<file path="config.mk">
export PLATFORM = sky130hd
export DESIGN_NAME = spi_accel_ctrl
export DESIGN_NICKNAME = d
export VERILOG_FILES = /design/src/rtl/spi_accel_pkg.sv /design/src/rtl/spi_poll_timer.sv /design/src/rtl/spi_accel_ctrl.sv
export SDC_FILE = /design/constraint.sdc
export NUM_CORES = 1
export LEC_CHECK = 0
export CORE_ASPECT_RATIO = 0.5
export CORE_UTILIZATION = 25
export DETAILED_ROUTE_END_ITERATION = 16
export GPL_TIMING_DRIVEN = 0
export PLACE_DENSITY = 0.55
export SLEW_MARGIN = 10
export SYNTH_ARGS = -nofsm -noshare
export SYNTH_HDL_FRONTEND = slang
export SYNTH_SLANG_ARGS = --single-unit
</file>
<file path="constraint.sdc">
create_clock -name spi_clk -period 5.6 [get_ports spi_clk]
set_input_delay 1.12 -clock spi_clk [delete_from_list [all_inputs] [get_ports spi_clk]]
set_output_delay 1.12 -clock spi_clk [all_outputs]
set_load 0.005 [all_outputs]
</file>
<file path="src/rtl/spi_accel_pkg.sv">
// Shared types and constants for the SPI accelerometer controller: FSM states,
// device register map, power-up write table and the 16-bit command layout.
package spi_accel_pkg;

  typedef enum logic [2:0] {
    INIT_ISSUE, INIT_WAIT, IDLE, POLL_ISSUE, POLL_WAIT, HOST_ISSUE, HOST_WAIT
  } state_e;

  // Command word: [15]=read, [14]=multibyte (always 0), [13:8]=addr, [7:0]=wdata
  localparam int CMD_RD_BIT  = 15;
  localparam int CMD_MB_BIT  = 14;
  localparam int CMD_ADDR_HI = 13;
  localparam int CMD_ADDR_LO = 8;
  localparam int CMD_DATA_HI = 7;

  localparam logic [5:0] REG_BW_RATE     = 6'h2C;
  localparam logic [5:0] REG_POWER_CTL   = 6'h2D;
  localparam logic [5:0] REG_DATA_FORMAT = 6'h31;
  localparam logic [5:0] REG_DATAX0      = 6'h32;

  localparam int BURST_LEN    = 6;
  localparam int IDX_W        = 3;
  localparam int INIT_TBL_LEN = 3;

  // Entry 0 is issued first.
  localparam logic [INIT_TBL_LEN-1:0][5:0] INIT_ADDR = {REG_POWER_CTL, REG_BW_RATE, REG_DATA_FORMAT};
  localparam logic [INIT_TBL_LEN-1:0][7:0] INIT_DATA = {8'h08, 8'h0A, 8'h08};

  function automatic logic [15:0] mk_cmd(input logic rd, input logic [5:0] addr,
                                         input logic [7:0] wdata);
    logic [15:0] c;
    c = '0;
    c[CMD_RD_BIT] = rd;
    c[CMD_MB_BIT] = 1'b0;
    c[CMD_ADDR_HI:CMD_ADDR_LO] = addr;
    c[CMD_DATA_HI:0] = rd ? 8'h00 : wdata;
    return c;
  endfunction

  function automatic logic [15:0] init_cmd(input logic [IDX_W-1:0] i);
    logic [15:0] c;
    case (i)
      3'd0:    c = mk_cmd(1'b0, INIT_ADDR[0], INIT_DATA[0]);
      3'd1:    c = mk_cmd(1'b0, INIT_ADDR[1], INIT_DATA[1]);
      3'd2:    c = mk_cmd(1'b0, INIT_ADDR[2], INIT_DATA[2]);
      default: c = '0;
    endcase
    return c;
  endfunction

endpackage

</file>
<file path="src/rtl/spi_poll_timer.sv">
// Free-running poll divider: counts 0..POLL_DIV-1 while enabled and flags
// the wrap cycle with a single-cycle pulse.
module spi_poll_timer #(
  parameter int POLL_DIV = 2000
) (
  input  logic spi_clk,
  input  logic reset_n,
  input  logic en,
  output logic wrap
);

  localparam int CW = $clog2(POLL_DIV);

  logic [CW-1:0] cnt;

  assign wrap = en && (cnt == CW'(POLL_DIV - 1));

  always_ff @(posedge spi_clk or negedge reset_n) begin
    if (!reset_n)   cnt <= '0;
    else if (en)    cnt <= wrap ? '0 : cnt + 1'b1;
  end

endmodule

</file>
<file path="src/rtl/spi_accel_ctrl.sv">
// Sequencer in front of an SPI serdes: writes the power-up table, polls the
// six accelerometer data registers on a timer and arbitrates host accesses.
module spi_accel_ctrl
  import spi_accel_pkg::*;
#(
  parameter int POLL_DIV = 2000,
  parameter int INIT_LEN = 3
) (
  input  logic        spi_clk,
  input  logic        reset_n,
  output logic        start,
  output logic [15:0] data_tx,
  input  logic        done,
  input  logic [7:0]  data_rx,
  input  logic        host_req,
  input  logic        host_wr,
  input  logic [5:0]  host_addr,
  input  logic [7:0]  host_wdata,
  output logic        host_ack,
  output logic [7:0]  host_rdata,
  output logic [15:0] accel_x,
  output logic [15:0] accel_y,
  output logic [15:0] accel_z,
  output logic        data_valid,
  output logic        init_done,
  output logic        overrun
);

  localparam logic [IDX_W-1:0] INIT_LAST  = IDX_W'(INIT_LEN - 1);
  localparam logic [IDX_W-1:0] BURST_LAST = IDX_W'(BURST_LEN - 1);

  state_e                          state, next_state;
  logic [IDX_W-1:0]                idx;
  logic [15:0]                     cmd_q, issue_cmd;
  logic [BURST_LEN-2:0][7:0]       stage;
  logic                            poll_pending, wrap, is_issue;

  spi_poll_timer #(.POLL_DIV(POLL_DIV)) u_timer (
    .spi_clk (spi_clk),
    .reset_n (reset_n),
    .en      (init_done),
    .wrap    (wrap)
  );

  assign is_issue = (state == INIT_ISSUE) || (state == POLL_ISSUE) || (state == HOST_ISSUE);

  always_comb begin
    issue_cmd = cmd_q;
    case (state)
      INIT_ISSUE: issue_cmd = init_cmd(idx);
      POLL_ISSUE: issue_cmd = mk_cmd(1'b1, REG_DATAX0 + 6'(idx), 8'h00);
      HOST_ISSUE: issue_cmd = mk_cmd(~host_wr, host_addr, host_wdata);
      default:    issue_cmd = cmd_q;
    endcase
  end

  // State register
  always_ff @(posedge spi_clk or negedge reset_n) begin
    if (!reset_n) state <= INIT_ISSUE;
    else          state <= next_state;
  end

  // Next-state; the ack cycle masks host_req so a held request is not re-taken
  always_comb begin
    next_state = state;
    case (state)
      INIT_ISSUE: next_state = INIT_WAIT;
      INIT_WAIT:  if (done) next_state = (idx == INIT_LAST) ? IDLE : INIT_ISSUE;
      IDLE: begin
        if (host_req && !host_ack) next_state = HOST_ISSUE;
        else if (poll_pending)     next_state = POLL_ISSUE;
      end
      POLL_ISSUE: next_state = POLL_WAIT;
      POLL_WAIT:  if (done) next_state = (idx == BURST_LAST) ? IDLE : POLL_ISSUE;
      HOST_ISSUE: next_state = HOST_WAIT;
      HOST_WAIT:  if (done) next_state = IDLE;
      default:    next_state = INIT_ISSUE;
    endcase
  end

  // Outputs; held low while in reset even though the state reads INIT_ISSUE
  always_comb begin
    start   = 1'b0;
    data_tx = cmd_q;
    if (!reset_n) begin
      data_tx = '0;
    end else if (is_issue) begin
      start   = 1'b1;
      data_tx = issue_cmd;
    end
  end

  always_ff @(posedge spi_clk or negedge reset_n) begin
    if (!reset_n) begin
      idx          <= '0;
      cmd_q        <= '0;
      stage        <= '0;
      poll_pending <= 1'b0;
      overrun      <= 1'b0;
      init_done    <= 1'b0;
      host_ack     <= 1'b0;
      host_rdata   <= '0;
      data_valid   <= 1'b0;
      accel_x      <= '0;
      accel_y      <= '0;
      accel_z      <= '0;
    end else begin
      host_ack   <= 1'b0;
      data_valid <= 1'b0;
      if (is_issue) cmd_q <= issue_cmd;

      if (done) begin
        case (state)
          INIT_WAIT: begin
            if (idx == INIT_LAST) begin
              init_done <= 1'b1;
              idx       <= '0;
            end else begin
              idx <= idx + 1'b1;
            end
          end
          POLL_WAIT: begin
            if (idx == BURST_LAST) begin
              accel_x      <= {stage[1], stage[0]};
              accel_y      <= {stage[3], stage[2]};
              accel_z      <= {data_rx,  stage[4]};
              data_valid   <= 1'b1;
              poll_pending <= 1'b0;
              idx          <= '0;
            end else begin
              stage[idx] <= data_rx;
              idx        <= idx + 1'b1;
            end
          end
          HOST_WAIT: begin
            host_ack <= 1'b1;
            if (cmd_q[CMD_RD_BIT]) host_rdata <= data_rx;
          end
          default: ;
        endcase
      end

      // A tick landing on the burst's last done still counts as a new request
      if (wrap) begin
        poll_pending <= 1'b1;
        if (poll_pending) overrun <= 1'b1;
      end
    end
  end

endmodule

</file>
==> summary.txt <==
Die extent in y - 112 um
Top cell type's share of synthesized area - 55.5%
Initial DRC count - 219
Crit-path slowest cell - clkdlybuf4s50_1
Initial antenna violation count - 0
Outcome - finished clean
CP Capture Type - primary output
Tmin final - 4040 ps
Cell variety after synth - 62
Largest net degree at the start of global routing - 89
Period Utilization, post-route - 72.2%
Worst hold path class - flop to flop
Syn Nets - 475
Fill count - 2258
Starting Density - 26.0%
Share of layout cells above drive strength 1 - 24.9%
Hold Crit Depth - 1
CTS Buf Count - 17
Final Hold Vio Count - 0
Multi-input logic area - 2450 sq um
Cell with the most instances after synthesis - dfrtp_1
Synth area leader - dfrtp_1
Dominant cells by area after synthesis - dfrtp_1, mux2_4, mux2_2
Max cap viols - 0
Crit-path cells - clkdlybuf4s50_1 > a21oi_1 > o31a_1 > a211oi_1 > clkdlybuf4s50_1
Top cells by instance count after synthesis - dfrtp_1, mux2_4, mux2_2
Most frequent cell on the critical path - clkdlybuf4s50_1
Die area - 24800 sq um
Fin worst setup slack - 1560 ps
Worst Hold Path EP - cmd_q[14]$_DFF_PN0_
Synthesis Warnings - 0
Worst reg2reg setup slack - 3680 ps
Total Nets Final - 598
Post-cts resize count - 0
CTS Hold Bufs - 0
HP Start - cmd_q[14]$_DFF_PN0_
Post-synthesis cell count - 443
Post-synthesis sequential area ratio - 55.5%
Postcts setup bufs - 0
Number of port buffers - 103
CTS tree - built
Post-route ant nets - 0
Ys async rst share - 100%
Core ar. - 23300 sq um
Crit start category - input port
Boundary Pins - 104
Total power draw - 3.94 mW
Dominant synthesized flop cell - dfrtp_1
Pwr per Cell Area - 488 nW/um^2
Worst-path maximum fanout - 3
H-tree depth - 4
Area Growth Syn to Fin - 33.5%
Vias in the first global route - 4040
Pins over their slew limit - 0
Reg2reg path depth - 5
Drt first pass iters - 4
Max Clock Freq - 0.247 GHz
Dpl ws - 1500 ps
Antenna cells - 0
Cell family with most CP delay - buffers and inverters
Skew final - 14.6 ps
Worst reg2reg endpoint - stage[1]$_DFFE_PN0P_
DRT Wirelength - 14300 um
Yosys reg bits - 134
Synth Cell Area - 6040 sq um
Final setup violation count - 0
Grt ovf - 0
Clock slew at reported path FFs - 60 ps
Core Rows - 39
Buf/Inv on CP - 2
Leakage - 3.57 nW
Syn avg cell area - 13.6 sq um
Vias per cell - 4.42
# clock sinks - 134
Die Wd - 222 um
Total track usage - 12.2%
Worst R2R Start - idx[1]$_DFFE_PN0P_
Worst Path Arrival - 2920 ps
Clock buffer depth - 2
Worst-skew pair later-pin latency - 420 ps
RSZ-0062 raised after global routing - false
DR DRC count - 0
Worst-Margin Slew - 515 ps
Slowest stage delay, CP - 560 ps
Critical path class - input port to primary output
Register area - 3350 sq um
Worst slew margin - 65.6%
Number of flops mapped to enable cells by yosys - 0
Max VDD drop - 0.216 mV
WL/cell - 16.2 um
CTS root buf - clkbuf_16
WP data required - 4480 ps
Via count - 3917
HPWL after detailed placement - 9650 um
Hold WS - 479 ps
Global-route wire length before repair - 23100 um
Routability Congestion - 0.800
-- worst reg2reg max path, stage by stage, from the launching register on --
cell,delay (ps)
dfrtp_1,390
clkbuf_1,350
inv_1,210
ha_1,280
nand3_2,210
mux2_2,370
-- routing by layer --
metal | track usage (%) | part of all wire, % | vias to the layer above
met3 | 3.91 | 4.2 | 11
li1 | - | - | 1842
met5 | 0 | 0 | -
met2 | 19.5 | 48 | 52
met4 | 3.80 | 1.2 | 0
met1 | 15.6 | 47 | 2012
-- layout by cell type, fill, tap and decap left out, types with 4 or more instances in the layout --
master / Yosys / routed
inv_6: 0 / 8
clkbuf_16: 0 / 17
clkbuf_1: 9 / 9
nand3_1: 4 / 4
inv_1: 12 / 12
nand4_1: 5 / 5
a21oi_1: 15 / 15
nand2_1: 16 / 16
ha_1: 5 / 5
dfrtp_1: 134 / 134
o21ai_0: 11 / 11
nor2_1: 14 / 14
buf_12: 5 / 5
mux2_4: 48 / 48
a22o_1: 7 / 7
o211ai_1: 4 / 4
nor3_1: 6 / 6
o22ai_1: 8 / 8
nand2b_1: 5 / 5
buf_2: 5 / 5
nor2b_1: 4 / 4
mux2_1: 16 / 16
mux2_2: 33 / 33
and3_1: 7 / 7
clkdlybuf4s50_1: 0 / 102
and2_1: 12 / 12
-- layout make-up --
cell class	count	area share (%)
buffer	23	2.43
clock buffer	17	5.27
clock inverter	15	1.95
inverter	12	0.558
multi-input combinational	274	30.3
sequential	134	41.6
tap	307	4.76
timing repair buffer	104	13.1
-- flip-flops by register name, indices dropped and copies added (netlist names) --
signal,count
host_rdata,8
cmd_q,16
poll_pending,1
accel_y,16
host_ack,1
state,3
data_valid,1
init_done,1
overrun,1
accel_z,16
idx,3
u_timer.cnt,11
stage,40
accel_x,16
-- kinds of logic (layout without fill, tap and decap cells) --
kind of cell	Yosys count	after routing	share of synthesized area [%]
flops	134	134	55.5
mux	98	98	21.2
simple gates	91	91	8.88
compound gates	74	74	8.49
buf+inv	35	171	4.00
xor+xnor	6	6	0.870
fa+ha+maj	5	5	1.04
-- worst max-delay path by stage --
stage | startpoint | endpoint | cells after the start
3_3_place_gp | reset_n | data_tx[3] | 4
5_1_grt | host_wr | data_tx[3] | 5
3_5_place_dp | host_wr | data_tx[3] | 5
6_report | host_wr | data_tx[3] | 5
4_1_cts | host_wr | data_tx[3] | 5
2_1_floorplan | host_wr | data_tx[1] | 4
-- metrics by stage --
| step | TNS [ps] | util (%) | instances | instance area [sq um] |
|---|---|---|---|---|
| CTS | 0 | 34.7 | 886 | 8070 |
| finish | 0 | 34.7 | 886 | 8070 |
| global route | 0 | 34.7 | 886 | 8070 |
| floorplan | 0 | - | 443 | 6040 |
| detailed placement | 0 | 32.2 | 854 | 7490 |
| global placement | -342310 | 32.0 | 853 | 7460 |
-- where the power goes --
group | internal [mW] | switching [mW]
clock network | 0.632 | 0.492
registers | 1.29 | 0.180
logic | 0.759 | 0.579
No activity file was read; power rests on OpenSTA's default activity.
